[src/rtl/steuerwerk_pkg.sv]
// rtl/steuerwerk_pkg.sv - shared constants and types for the multicycle control unit
package steuerwerk_pkg;

    typedef enum logic [2:0] {
        FETCH,
        DECODE,
        EXEC,
        MEM,
        WB,
        HALT
    } state_e;

    // Instruction field positions
    localparam int OP_LSB  = 12;
    localparam int RD_LSB  = 8;
    localparam int RS1_LSB = 4;
    localparam int RS2_LSB = 0;

    // Flag register bit positions
    localparam int ZERO  = 0;
    localparam int CARRY = 1;

    // Opcodes; 0x0-0x7 are ALU operations, 0xC-0xE are NOPs
    localparam logic [3:0] OP_LD   = 4'h8;
    localparam logic [3:0] OP_ST   = 4'h9;
    localparam logic [3:0] OP_BZ   = 4'hA;
    localparam logic [3:0] OP_JMP  = 4'hB;
    localparam logic [3:0] OP_HALT = 4'hF;

    function automatic logic is_alu(input logic [3:0] op);
        return !op[3];
    endfunction

endpackage

[src/rtl/steuerwerk_mc_wait_timer.sv]
// rtl/steuerwerk_mc_wait_timer.sv - handshake wait counter shared by FETCH and MEM
// Ports:
//   clk, rst   : clock, synchronous active-high reset
//   clr_i      : clear count (not waiting, or handshake seen)
//   en_i       : count one more cycle without handshake
//   expired_o  : this cycle is the last one allowed; no handshake now means timeout
module wait_timer #(
    parameter int TIMEOUT = 15
) (
    input  logic clk,
    input  logic rst,
    input  logic clr_i,
    input  logic en_i,
    output logic expired_o
);

    localparam int CW = $clog2(TIMEOUT + 1);

    logic [CW-1:0] cnt_q;
    logic [CW-1:0] cnt_d;

    always_comb begin
        cnt_d = cnt_q;
        if (clr_i) begin
            cnt_d = '0;
        end else if (en_i && !expired_o) begin
            cnt_d = cnt_q + CW'(1);
        end
    end

    always_ff @(posedge clk) begin
        if (rst) begin
            cnt_q <= '0;
        end else begin
            cnt_q <= cnt_d;
        end
    end

    // Count reaches TIMEOUT at the coming edge if no handshake arrives now.
    assign expired_o = (cnt_q == CW'(TIMEOUT - 1));

endmodule

[src/rtl/steuerwerk_mc.sv]
// rtl/steuerwerk_mc.sv - multicycle FETCH/DECODE/EXEC/MEM/WB control unit
// Ports:
//   clk, rst                      : clock, synchronous active-high reset
//   instr_req/addr/valid/data     : instruction fetch handshake
//   addr1, addr2, addrdest        : register bank read/write addresses
//   reg_we, wb_sel                : write strobe and write-back source
//   alu_ctrl, status              : ALU operation and {carry, zero} flags
//   mem_req, mem_rnw, mem_ack     : memory-manager handshake
//   halted, err                   : core stopped, stopped by timeout
module steuerwerk_mc
    import steuerwerk_pkg::*;
#(
    parameter  int DATA_W  = 8,
    parameter  int REG_CNT = 8,
    parameter  int PC_W    = 8,
    parameter  int INSTR_W = 16,
    parameter  int TIMEOUT = 15,
    localparam int REG_AW  = $clog2(REG_CNT)
) (
    input  logic               clk,
    input  logic               rst,
    output logic               instr_req,
    output logic [PC_W-1:0]    instr_addr,
    input  logic               instr_valid,
    input  logic [INSTR_W-1:0] instr_data,
    output logic [REG_AW-1:0]  addr1,
    output logic [REG_AW-1:0]  addr2,
    output logic [REG_AW-1:0]  addrdest,
    output logic               reg_we,
    output logic               wb_sel,
    output logic [2:0]         alu_ctrl,
    input  logic [1:0]         status,
    output logic               mem_req,
    output logic               mem_rnw,
    input  logic               mem_ack,
    output logic               halted,
    output logic               err
);

    if (DATA_W < 1 || INSTR_W != 16 || REG_CNT < 2 || REG_CNT > 16 || PC_W < 4 || PC_W > 8)
    begin : g_bad_params
        $error("steuerwerk_mc: parameter out of range");
    end

    state_e             state_q, state_d;
    logic [PC_W-1:0]    pc_q, pc_d;
    logic [INSTR_W-1:0] ir_q, ir_d;
    logic [1:0]         flags_q, flags_d;
    logic               err_q, err_d;

    logic [3:0]         op;
    logic               in_instr;
    logic               waiting;
    logic               handshake;
    logic               expired;
    logic               unused_bits;

    assign op        = ir_q[OP_LSB +: 4];
    assign in_instr  = (state_q == DECODE) || (state_q == EXEC) ||
                       (state_q == MEM)    || (state_q == WB);
    assign waiting   = (state_q == FETCH) || (state_q == MEM);
    assign handshake = (state_q == FETCH) ? instr_valid : mem_ack;
    assign unused_bits = ^{ir_q, flags_q[CARRY]};

    wait_timer #(.TIMEOUT(TIMEOUT)) u_wait_timer (
        .clk       (clk),
        .rst       (rst),
        .clr_i     (!waiting || handshake),
        .en_i      (waiting && !handshake),
        .expired_o (expired)
    );

    always_ff @(posedge clk) begin
        if (rst) begin
            state_q <= FETCH;
            pc_q    <= '0;
            ir_q    <= '0;
            flags_q <= '0;
            err_q   <= 1'b0;
        end else begin
            state_q <= state_d;
            pc_q    <= pc_d;
            ir_q    <= ir_d;
            flags_q <= flags_d;
            err_q   <= err_d;
        end
    end

    always_comb begin
        state_d   = state_q;
        pc_d      = pc_q;
        ir_d      = ir_q;
        flags_d   = flags_q;
        err_d     = err_q;
        instr_req = 1'b0;
        reg_we    = 1'b0;
        wb_sel    = 1'b0;
        mem_req   = 1'b0;
        mem_rnw   = 1'b0;

        unique case (state_q)
            FETCH: begin
                // Held low while reset is asserted so no fetch is advertised.
                instr_req = !rst;
                if (instr_valid) begin
                    ir_d    = instr_data;
                    pc_d    = pc_q + PC_W'(1);
                    state_d = DECODE;
                end else if (expired) begin
                    err_d   = 1'b1;
                    state_d = HALT;
                end
            end
            DECODE: state_d = EXEC;
            EXEC: begin
                if (is_alu(op)) begin
                    flags_d = status;
                    state_d = WB;
                end else begin
                    case (op)
                        OP_LD, OP_ST: state_d = MEM;
                        OP_BZ: begin
                            if (flags_q[ZERO]) begin
                                pc_d = ir_q[PC_W-1:0];
                            end
                            state_d = FETCH;
                        end
                        OP_JMP: begin
                            pc_d    = ir_q[PC_W-1:0];
                            state_d = FETCH;
                        end
                        OP_HALT: state_d = HALT;
                        default: state_d = FETCH;
                    endcase
                end
            end
            MEM: begin
                mem_req = 1'b1;
                mem_rnw = (op == OP_LD);
                if (mem_ack) begin
                    state_d = (op == OP_LD) ? WB : FETCH;
                end else if (expired) begin
                    err_d   = 1'b1;
                    state_d = HALT;
                end
            end
            WB: begin
                reg_we  = 1'b1;
                wb_sel  = (op == OP_LD);
                state_d = FETCH;
            end
            HALT: state_d = HALT;
            default: state_d = FETCH;
        endcase
    end

    // Register addresses and ALU control follow the latched instruction
    // from DECODE until the instruction retires.
    assign addr1      = in_instr ? ir_q[RS1_LSB +: REG_AW] : '0;
    assign addr2      = in_instr ? ir_q[RS2_LSB +: REG_AW] : '0;
    assign addrdest   = in_instr ? ir_q[RD_LSB +: REG_AW]  : '0;
    assign alu_ctrl   = (in_instr && is_alu(op)) ? op[2:0] : 3'd0;
    assign instr_addr = pc_q;
    assign halted     = (state_q == HALT);
    assign err        = err_q;

endmodule

[config.mk]
export PLATFORM = sky130hd
export DESIGN_NAME = steuerwerk_mc
export DESIGN_NICKNAME = d
export VERILOG_FILES = /design/src/rtl/steuerwerk_pkg.sv /design/src/rtl/steuerwerk_mc_wait_timer.sv /design/src/rtl/steuerwerk_mc.sv
export SDC_FILE = /design/constraint.sdc
export NUM_CORES = 1
export LEC_CHECK = 0
export CAP_MARGIN = 20
export CELL_PAD_IN_SITES_DETAIL_PLACEMENT = 0
export CELL_PAD_IN_SITES_GLOBAL_PLACEMENT = 1
export CORE_MARGIN = 3
export CORE_UTILIZATION = 45
export CTS_CLUSTER_SIZE = 20
export DETAILED_ROUTE_END_ITERATION = 8
export DONT_BUFFER_PORTS = 1
export GPL_TIMING_DRIVEN = 0
export PLACE_DENSITY_LB_ADDON = 0.1
export SETUP_SLACK_MARGIN = 0.1
export SKIP_CTS_REPAIR_TIMING = 1
export SLEW_MARGIN = 15
export SYNTH_ARGS = -nofsm -noshare
export SYNTH_HDL_FRONTEND = slang
export SYNTH_SLANG_ARGS = --single-unit
[constraint.sdc]
create_clock -name clk -period 3.7 [get_ports clk]
set_clock_uncertainty 0.1 [all_clocks]
set_input_delay 0.37 -clock clk [delete_from_list [all_inputs] [get_ports clk]]
set_output_delay 0.37 -clock clk [all_outputs]
set_load 0.1 [all_outputs]
==> impl_results.md, run 1 <==
* Outcome: complete, no violations
* HPWL reported at the end of detailed placement at 3367 µm
* WHS at 0.1131 ns
* Nets@finish at 254
* Worst-skew pair later-pin latency at 0.29 ns
* Slew @ Worst Pin at 1.126 ns
* Num ports at 49
* CP arrival at 2.52 ns
* Drt wl/cell at 16.20 µm
* # DRC at 0
* Post-Layout Cell Count at 276
* Vias in the first global route at 1584
* CTS buffer count at 5
* Synth warn at 0
* Cell taking the most area after synthesis: dfxtp_1
* Max Freq at 334.2 MHz
* GRT Util Overall at 22.30%
* Pleak at 0.7083 nW
* First-pass GRT wire length at 7527 µm
* Top cell type's share of synthesized area at 38.29%
* Yosys reg bits at 32
* Power density over cell area at 482.4 mW/mm²
* Clk root buf: clkbuf_8
* Inserted Diodes at 0
* Maximum VDD drop at 0.2810 mV
* Area contributors post-synth: dfxtp_1, nand2_1, a21oi_1, and2_1, nor2_1
* Reg clk slew, reported paths at 0.07 ns
* Vias at 1621
* Sequential area share after synthesis at 38.29%
* Clock tree buffer depth at 2
* Antenna-violating nets left at 0
* Hold Violations, Final at 0
* DR iter-0 viols at 163
* Max-slew headroom at 24.85%
* Most frequent cells in the layout: nand2_1, dfxtp_1, a21oi_1
* DP Cell Count at 268
* Core Area at 0.003468 mm²
* Max cap viols at 0
* CTS tree: yes
* CP Max Fanout at 10
* Required @ worst endpoint at 3.23 ns
* Starting Density at 48.23%
* RSZ-0062 raised after global routing: false
* Port Buf Inserts at 0
* Die footprint at 0.004485 mm²
* Area delta synth->final at 14.88%
* Largest net degree at the start of global routing at 11
* Tmin final at 2.992 ns
* GRT Residual Overflow at 0
* Avg Cell Area, Syn at 7.674 µm²
* Vias per inst at 5.873
* Class of the worst hold path: primary input to register
* Syn nets at 243
* Yosys cell types at 43
* Setup violators final at 0
* Clk sink count at 32
* Total length of routed wires at 4471 µm
* Htree depth at 2
* DP Area at 0.001814 mm²
* Most common cell after layout, fill and taps aside: nand2_1
* FP Rows at 21
* Die width at 66.97 µm
* Final worst path period share at 80.87%
* Post-Syn Area at 0.001673 mm²
* Final instance area at 0.001922 mm²
* Crit Path Category: register to output port
* Fraction of layout cells with a size suffix above 1 at 7.826%
* Gate Count Post-Synth at 218
* Pre-antenna DRT Iters at 4
* Critical Path Source Type: register
* RePlAce Congestion at 0.8589
* CP Capture Type: output port
* Max Slew Vio Count at 0
* Setup TNS at 0 ns
* Die height at 66.97 µm
* Initial antenna violation count at 0
==> report_power, final <==
group | internal [mW] | switching, mW | leakage (nW)
registers | 0.365 | 0.0506 | 0.261
logic | 0.0483 | 0.135 | 0.392
clock network | 0.200 | 0.129 | 0.0552
total | 0.613 | 0.314 | 0.708
==> metrics by stage <==
stage	setup WS [ns]	total power [mW]	utilization [%]
after floorplan	0.2784	0.5627	-
after global placement	0.1355	0.5898	50.07
after detailed placement	1.019	0.6059	52.31
after CTS	0.7092	0.9322	55.41
after global routing	0.5865	0.9686	55.41
final	0.7080	0.9270	55.41
==> worst paths after layout <==
path | start | slack, ns | cells past startpoint | to
hold / removal | instr_data[5] | 0.11 | 2 | ir_q[5]$_SDFFE_PP0P_
setup reg to reg | instr_addr[2]$_SDFFE_PP0P_ | 1.30 | 4 | instr_addr[7]$_SDFFE_PP0P_
setup / recovery | state_q[0]$_SDFF_PP0_ | 0.71 | 6 | mem_rnw
hold reg to reg | ir_q[7]$_SDFFE_PP0P_ | 0.36 | 2 | ir_q[7]$_SDFFE_PP0P_
==> metal layers <==
metal  track usage, %  up-vias  wire, µm
li1                 -      801         -
met1            27.04      745      1900
met5                0        -         0
met3            8.600        5       414
met4            6.835        0        51
met2            36.14       70      2105
==> state kept, by name (all words and copies together) (netlist names) <==
signal / flops
err: 1
ir_q: 15
state_q: 3
instr_addr: 8
flags_q: 1
u_wait_timer.cnt_q: 4
==> cells by family (layout without fill, tap and decap cells) <==
kind of cell / count (synthesis) / count (layout) / synth area share (%)
adder cells (fa/ha/maj): 3 / 3 / 2.244
XOR/XNOR: 2 / 2 / 1.047
AO/OA/AOI/OAI: 58 / 58 / 21.62
buffers and inverters: 18 / 30 / 4.263
AND/OR/NAND/NOR: 104 / 104 / 31.94
flip-flops: 32 / 32 / 38.29
multiplexers: 1 / 1 / 0.5984
==> critical path: stages (launching register included) <==
cell and delay (ns):
dfxtp_1 0.42, clkbuf_1 0.40, nand2_1 0.14, nor2_2 0.20
buf_16 0.20, buf_1 0.10, and2_1 0.76
==> Yosys cell counts (all sizes together) <==
master   instances
and4b            1
a211oi           3
o32ai            1
o221ai           1
clkbuf          11
o21ai           10
a2111o           1
ha               3
nand2b           1
nor3b            3
and2            12
a21o             1
o31ai            4
or4              1
nor2b            1
a311oi           2
nor2            14
a21oi           24
xnor2            2
buf              3
o311ai           3
and4             2
a221oi           1
nand3            9
a31oi            4
mux2i            1
and3             6
inv              4
dfxtp           32
a32oi            1
nand3b           1
nor4b            1
or2              1
a2bb2oi          1
o21a             1
and3b            3
or3b             1
nand2           38
nor3             6
or3              2
nor4             1
==> final cells by class <==
type / instances / area (µm²)
Sequential cell: 32 / 640.6
Clock buffer: 6 / 72.57
Fill cell: 353 / 1546
Tap cell: 46 / 57.56
Buffer: 14 / 56.30
Timing Repair Buffer: 4 / 61.31
Multi-Input combinational cell: 168 / 983.4
Inverter: 4 / 15.01
Clock inverter: 2 / 35.03
No activity file was read; power rests on OpenSTA's default activity.
==> inputs of run 2 (changes only) <==
--- a/config.mk
+++ b/config.mk
@@ -9,7 +9,7 @@
 export CELL_PAD_IN_SITES_DETAIL_PLACEMENT = 0
 export CELL_PAD_IN_SITES_GLOBAL_PLACEMENT = 1
 export CORE_MARGIN = 3
-export CORE_UTILIZATION = 45
+export CORE_UTILIZATION = 44
 export CTS_CLUSTER_SIZE = 20
 export DETAILED_ROUTE_END_ITERATION = 8
 export DONT_BUFFER_PORTS = 1
==> constraint.sdc (replaced) <==
create_clock -name clk -period 2.8 [get_ports clk]
set_clock_uncertainty 0.1 [all_clocks]
set_input_delay 0.28 -clock clk [delete_from_list [all_inputs] [get_ports clk]]
set_output_delay 0.28 -clock clk [all_outputs]
set_load 0.1 [all_outputs]
==> run 2 against run 1 <==
- sequential share of layout area increased by 0.62 points
- power increased by 24%
- clock power increased by 11%
- wire length decreased by 4.0%
==> impl_results.md, run 2 (synthesis results as in run 1) <==
* Outcome: complete, no violations
* Vias at 1572
* Crit path buffers/inverters at 1
* Num ports at 49
* Total length of routed wires at 4290 µm
* CTS tree: yes
* RePlAce Congestion at 0.8687
* DP Area at 0.001775 mm²
* Starting Density at 47.87%
* Class of the worst hold path: primary input to register
* Max Freq at 370.4 MHz
* Critical path cell sequence: clkbuf_1, nand2_1, nor2_4, and2_4
* Area of the multi-input gates at 0.001010 mm²
* FP Rows at 21
* Final instance area at 0.001887 mm²
* Largest net degree at the start of global routing at 11
* Pre-antenna DRT Iters at 4
* Die width at 67.66 µm
* Die height at 67.66 µm
* CP arrival at 2.32 ns
* Critical Path Max Stage Delay at 0.53 ns
* Most frequent cells in the layout: nand2_1, dfxtp_1, a21oi_1
* CP Max Fanout at 10
* Tmin final at 2.700 ns
* Final setup margin at 0.09990 ns
* Clock tree buffer depth at 2
* Global Route met1 Usage at 27.09%
* Pleak at 0.6889 nW
* Core Area at 0.003495 mm²
* Nets@finish at 251
* Vias in the first global route at 1544
* Drt wl/cell at 15.71 µm
* Initial antenna violation count at 0
* Max reg flops at 15
* First-pass GRT wire length at 7362 µm
* Reg clk slew, reported paths at 0.07 ns
* Final worst path period share at 96.43%
* Busiest grt layer: met2
* Maximum VDD drop at 0.3792 mV
* DP Cell Count at 265
* Pre-CTS setup slack at -0.06555 ns
* Die footprint at 0.004578 mm²
* Vias per inst at 5.758
* HPWL reported at the end of detailed placement at 3279 µm
* Antenna-violating nets left at 0
* WHS at 0.02902 ns
* Most common cell after layout, fill and taps aside: nand2_1
* CP Capture Type: output port
* Clk sink count at 32
* GR Layer Usage met2 at 33.90%
* Register with the most flip-flops: ir_q
* CTS buffer count at 5
* Inserted Diodes at 0
* Max cap viols at 0
* Power density over cell area at 610.2 mW/mm²
* Crit Path Category: register to output port
* Met3 usage at 8.319%
* # DRC at 0
* FF/Latch Area at 640.6 µm²
* Port Buf Inserts at 0
* Post-Layout Cell Count at 273
* GRT Util Overall at 21.61%
* Crit path max-delay cell type: nor2_4
* Critical Path Source Type: register
* Hold Violations, Final at 0
* Area delta synth->final at 12.79%
* RSZ-0062 raised after global routing: true
* Setup violators final at 0
* Slew @ Worst Pin at 1.099 ns
* Max Slew Vio Count at 0
* Worst-skew pair later-pin latency at 0.28 ns
* Max-slew headroom at 26.65%
* Crit path max-delay family: simple AND/OR/NAND/NOR gates
* Fillcell total at 347
* Clk root buf: clkbuf_8
* DR iter-0 viols at 108
* Required @ worst endpoint at 2.42 ns
* Fraction of layout cells with a size suffix above 1 at 12.33%
* Htree depth at 2
* GRT Residual Overflow at 0
-- run 2: worst paths after layout --
path / from / end / slack, ns / cells past startpoint
worst max-delay path: state_q[0]$_SDFF_PP0_ / mem_rnw / 0.1 / 4
worst min-delay path: instr_data[1] / ir_q[1]$_SDFFE_PP0P_ / 0.03 / 2
worst max register to register: instr_addr[2]$_SDFFE_PP0P_ / instr_addr[7]$_SDFFE_PP0P_ / 0.37 / 4
worst min register to register: ir_q[8]$_SDFFE_PP0P_ / ir_q[8]$_SDFFE_PP0P_ / 0.35 / 2
-- run 2: worst reg2reg max path, delay by kind of cell (launching register included) --
kind               cells  cell delay, ns
and+or+nand+nor        3            1.01
DFF                    1            1.05
AOI/OAI and AO/OA      1            0.19
-- run 2: layout make-up --
cell class,instances,area share [%]
clock inverter,2,0.5305
inverter,4,0.7958
tap,46,3.050
multi-input combinational,168,53.51
buffer,14,2.984
timing repair buffer,1,0.7958
sequential,32,33.95
clock buffer,6,4.377
-- run 2: power breakdown --
group          switching, mW  internal (mW)
logic                  0.176         0.0624
registers             0.0653          0.482
clock network          0.169          0.196
-- run 2: per-layer routing --
layer / wire length [µm] / part of all wire, %
met5: 0 / 0
met1: 1934 / 45
met4: 38 / 0.89
met2: 1988 / 46
met3: 328 / 7.6
-- run 2: stage by stage --
stage / power (mW) / utilization, % / setup TNS, ns
CTS: 1.165 / 53.46 / -0.3864
finish: 1.151 / 53.99 / 0
detailed placement: 0.7953 / 50.81 / -0.06555
floorplan: 0.7444 / - / 0
global route: 1.221 / 53.99 / -0.05464
global placement: 0.7812 / 49.95 / 0
==> inputs of run 3 (changes only) <==
--- a/config.mk
+++ b/config.mk
@@ -8,6 +8,7 @@
 export CAP_MARGIN = 20
 export CELL_PAD_IN_SITES_DETAIL_PLACEMENT = 0
 export CELL_PAD_IN_SITES_GLOBAL_PLACEMENT = 1
+export CORE_ASPECT_RATIO = 1.75
 export CORE_MARGIN = 3
 export CORE_UTILIZATION = 44
 export CTS_CLUSTER_SIZE = 20
==> run 3 against run 2 <==
- setup slack better by 0.15 ns
- highest routed layer unchanged
- clock-buffer cell count rose by 1
- final cell count unchanged
- core utilization is 1.9 points lower
- non-clock buffer count stayed put
- via count is 0.76% higher
==> impl_results.md, run 3 (synthesis results as in run 1) <==
* Global Route met1 Usage at 24.89%
* RePlAce Congestion at 0.7777
* Required @ worst endpoint at 2.42 ns
* Largest net degree at the start of global routing at 11
* Final worst path period share at 90.95%
* Final Util at 52.10%
* R2R depth at 4
* Switching pwr at 0.4094 mW
* Reg clk slew, reported paths at 0.07 ns
* R2R setup slack at 0.38 ns
* Clk sink count at 32
* DP Area at 0.001775 mm²
* Most common cell after layout, fill and taps aside: nand2_1
* FP Rows at 29
* Htree depth at 2
* DP Cell Count at 265
* GRT Util Overall at 21.57%
* Pleak at 0.6877 nW
* Tmin final at 2.547 ns
* CP Max Fanout at 10
* Hold Violations, Final at 0
* Die height at 87.57 µm
* Max reg flops at 15
* Vias in the first global route at 1645
* Clock tree buffer depth at 2
* Inserted Diodes at 0
* Clock Power Share at 31.5%
* Max Slew Vio Count at 0
* DR iter-0 viols at 31
* # DRC at 0
* Starting Density at 46.10%
* Tot Pwr at 1.154 mW
* Crit Path Category: register to output port
* Max Freq at 392.7 MHz
* Pint at 0.7450 mW
* RSZ-0062 raised after global routing: false
* CTS tree: yes
* Power density over cell area at 610.6 mW/mm²
* Setup violators final at 0
* Max-slew headroom at 25.13%
* Setup TNS at 0 ns
* Nets@finish at 251
* Pre-CTS setup slack at -0.1289 ns
* GR Layer Usage met2 at 37.78%
* Vias at 1584
* Maximum VDD drop at 0.3794 mV
* Critical Path Source Type: register
* CP Capture Type: output port
* GRT Residual Overflow at 0
* Slew @ Worst Pin at 1.121 ns
* Vias per inst at 5.802
* Register with the most flip-flops: ir_q
* Clk root buf: clkbuf_8
* Final instance area at 0.001891 mm²
* Worst-skew pair later-pin latency at 0.28 ns
* Most frequent cells in the layout: nand2_1, dfxtp_1, a21oi_1
* Pre-antenna DRT Iters at 4
* Class of the worst hold path: primary input to register
* Initial antenna violation count at 0
* Outcome: complete, no violations
* Comb power frac at 21.0%
* Antenna-violating nets left at 0
* Sw frac at 35.46%
* Port Buf Inserts at 0
* Sequential share of power at 47.5%
* Max cap viols at 0
* Met3 usage at 5.622%
* CTS buffer count at 5
* CP arrival at 2.17 ns
* Total length of routed wires at 4430 µm
* Area delta synth->final at 13.01%
* Hold Crit Depth at 2
* First-pass GRT wire length at 7590 µm
* Fraction of layout cells with a size suffix above 1 at 12.78%
* WHS at 0.02653 ns
* Die footprint at 0.004607 mm²
* Die width at 52.61 µm
* Post-Layout Cell Count at 273
* Fillcell total at 372
* Core Area at 0.003628 mm²
* Final setup margin at 0.2534 ns
* HPWL reported at the end of detailed placement at 3396 µm
* Busiest grt layer: met2
* Drt wl/cell at 16.23 µm
* Num ports at 49
run 3: worst max-delay path, stage by stage, from the launching register on:
cell and delay, ns:
dfxtp_1 0.43, clkbuf_2 0.30, nand2_1 0.15, nor2_4 0.54, and2_4 0.46
run 3: final timing paths:
kind                                                 start                         end
worst min register to register        ir_q[9]$_SDFFE_PP0P_        ir_q[9]$_SDFFE_PP0P_
worst max register to register  instr_addr[2]$_SDFFE_PP0P_  instr_addr[7]$_SDFFE_PP0P_
worst max-delay path                 state_q[0]$_SDFF_PP0_                     mem_rnw
worst min-delay path                         instr_data[1]        ir_q[1]$_SDFFE_PP0P_
run 3: layout make-up:
type	count	area, µm²	area share [%]
Clock buffer	7	86.33	4.567
Inverter	4	15.01	0.7942
Tap cell	46	57.56	3.044
Timing Repair Buffer	1	15.01	0.7942
Sequential cell	32	640.6	33.88
Buffer	14	58.81	3.111
Clock inverter	1	7.507	0.3971
Multi-Input combinational cell	168	1010	53.41
run 3: power by group through the flow:
stage	Combinational [mW]	Sequential [mW]	Clock (mW)
global route	0.266	0.553	0.403
detailed placement	0.239	0.558	0
floorplan	0.196	0.549	0
finish	0.242	0.548	0.364
CTS	0.240	0.548	0.378
global placement	0.226	0.556	0
run 3: metal layers:
metal	share of wire [%]	wire length, µm	vias up
met5	0	0	-
met4	1.6	70	0
met3	5.9	261	7
met2	53	2330	52
met1	40	1768	735
li1	-	-	790
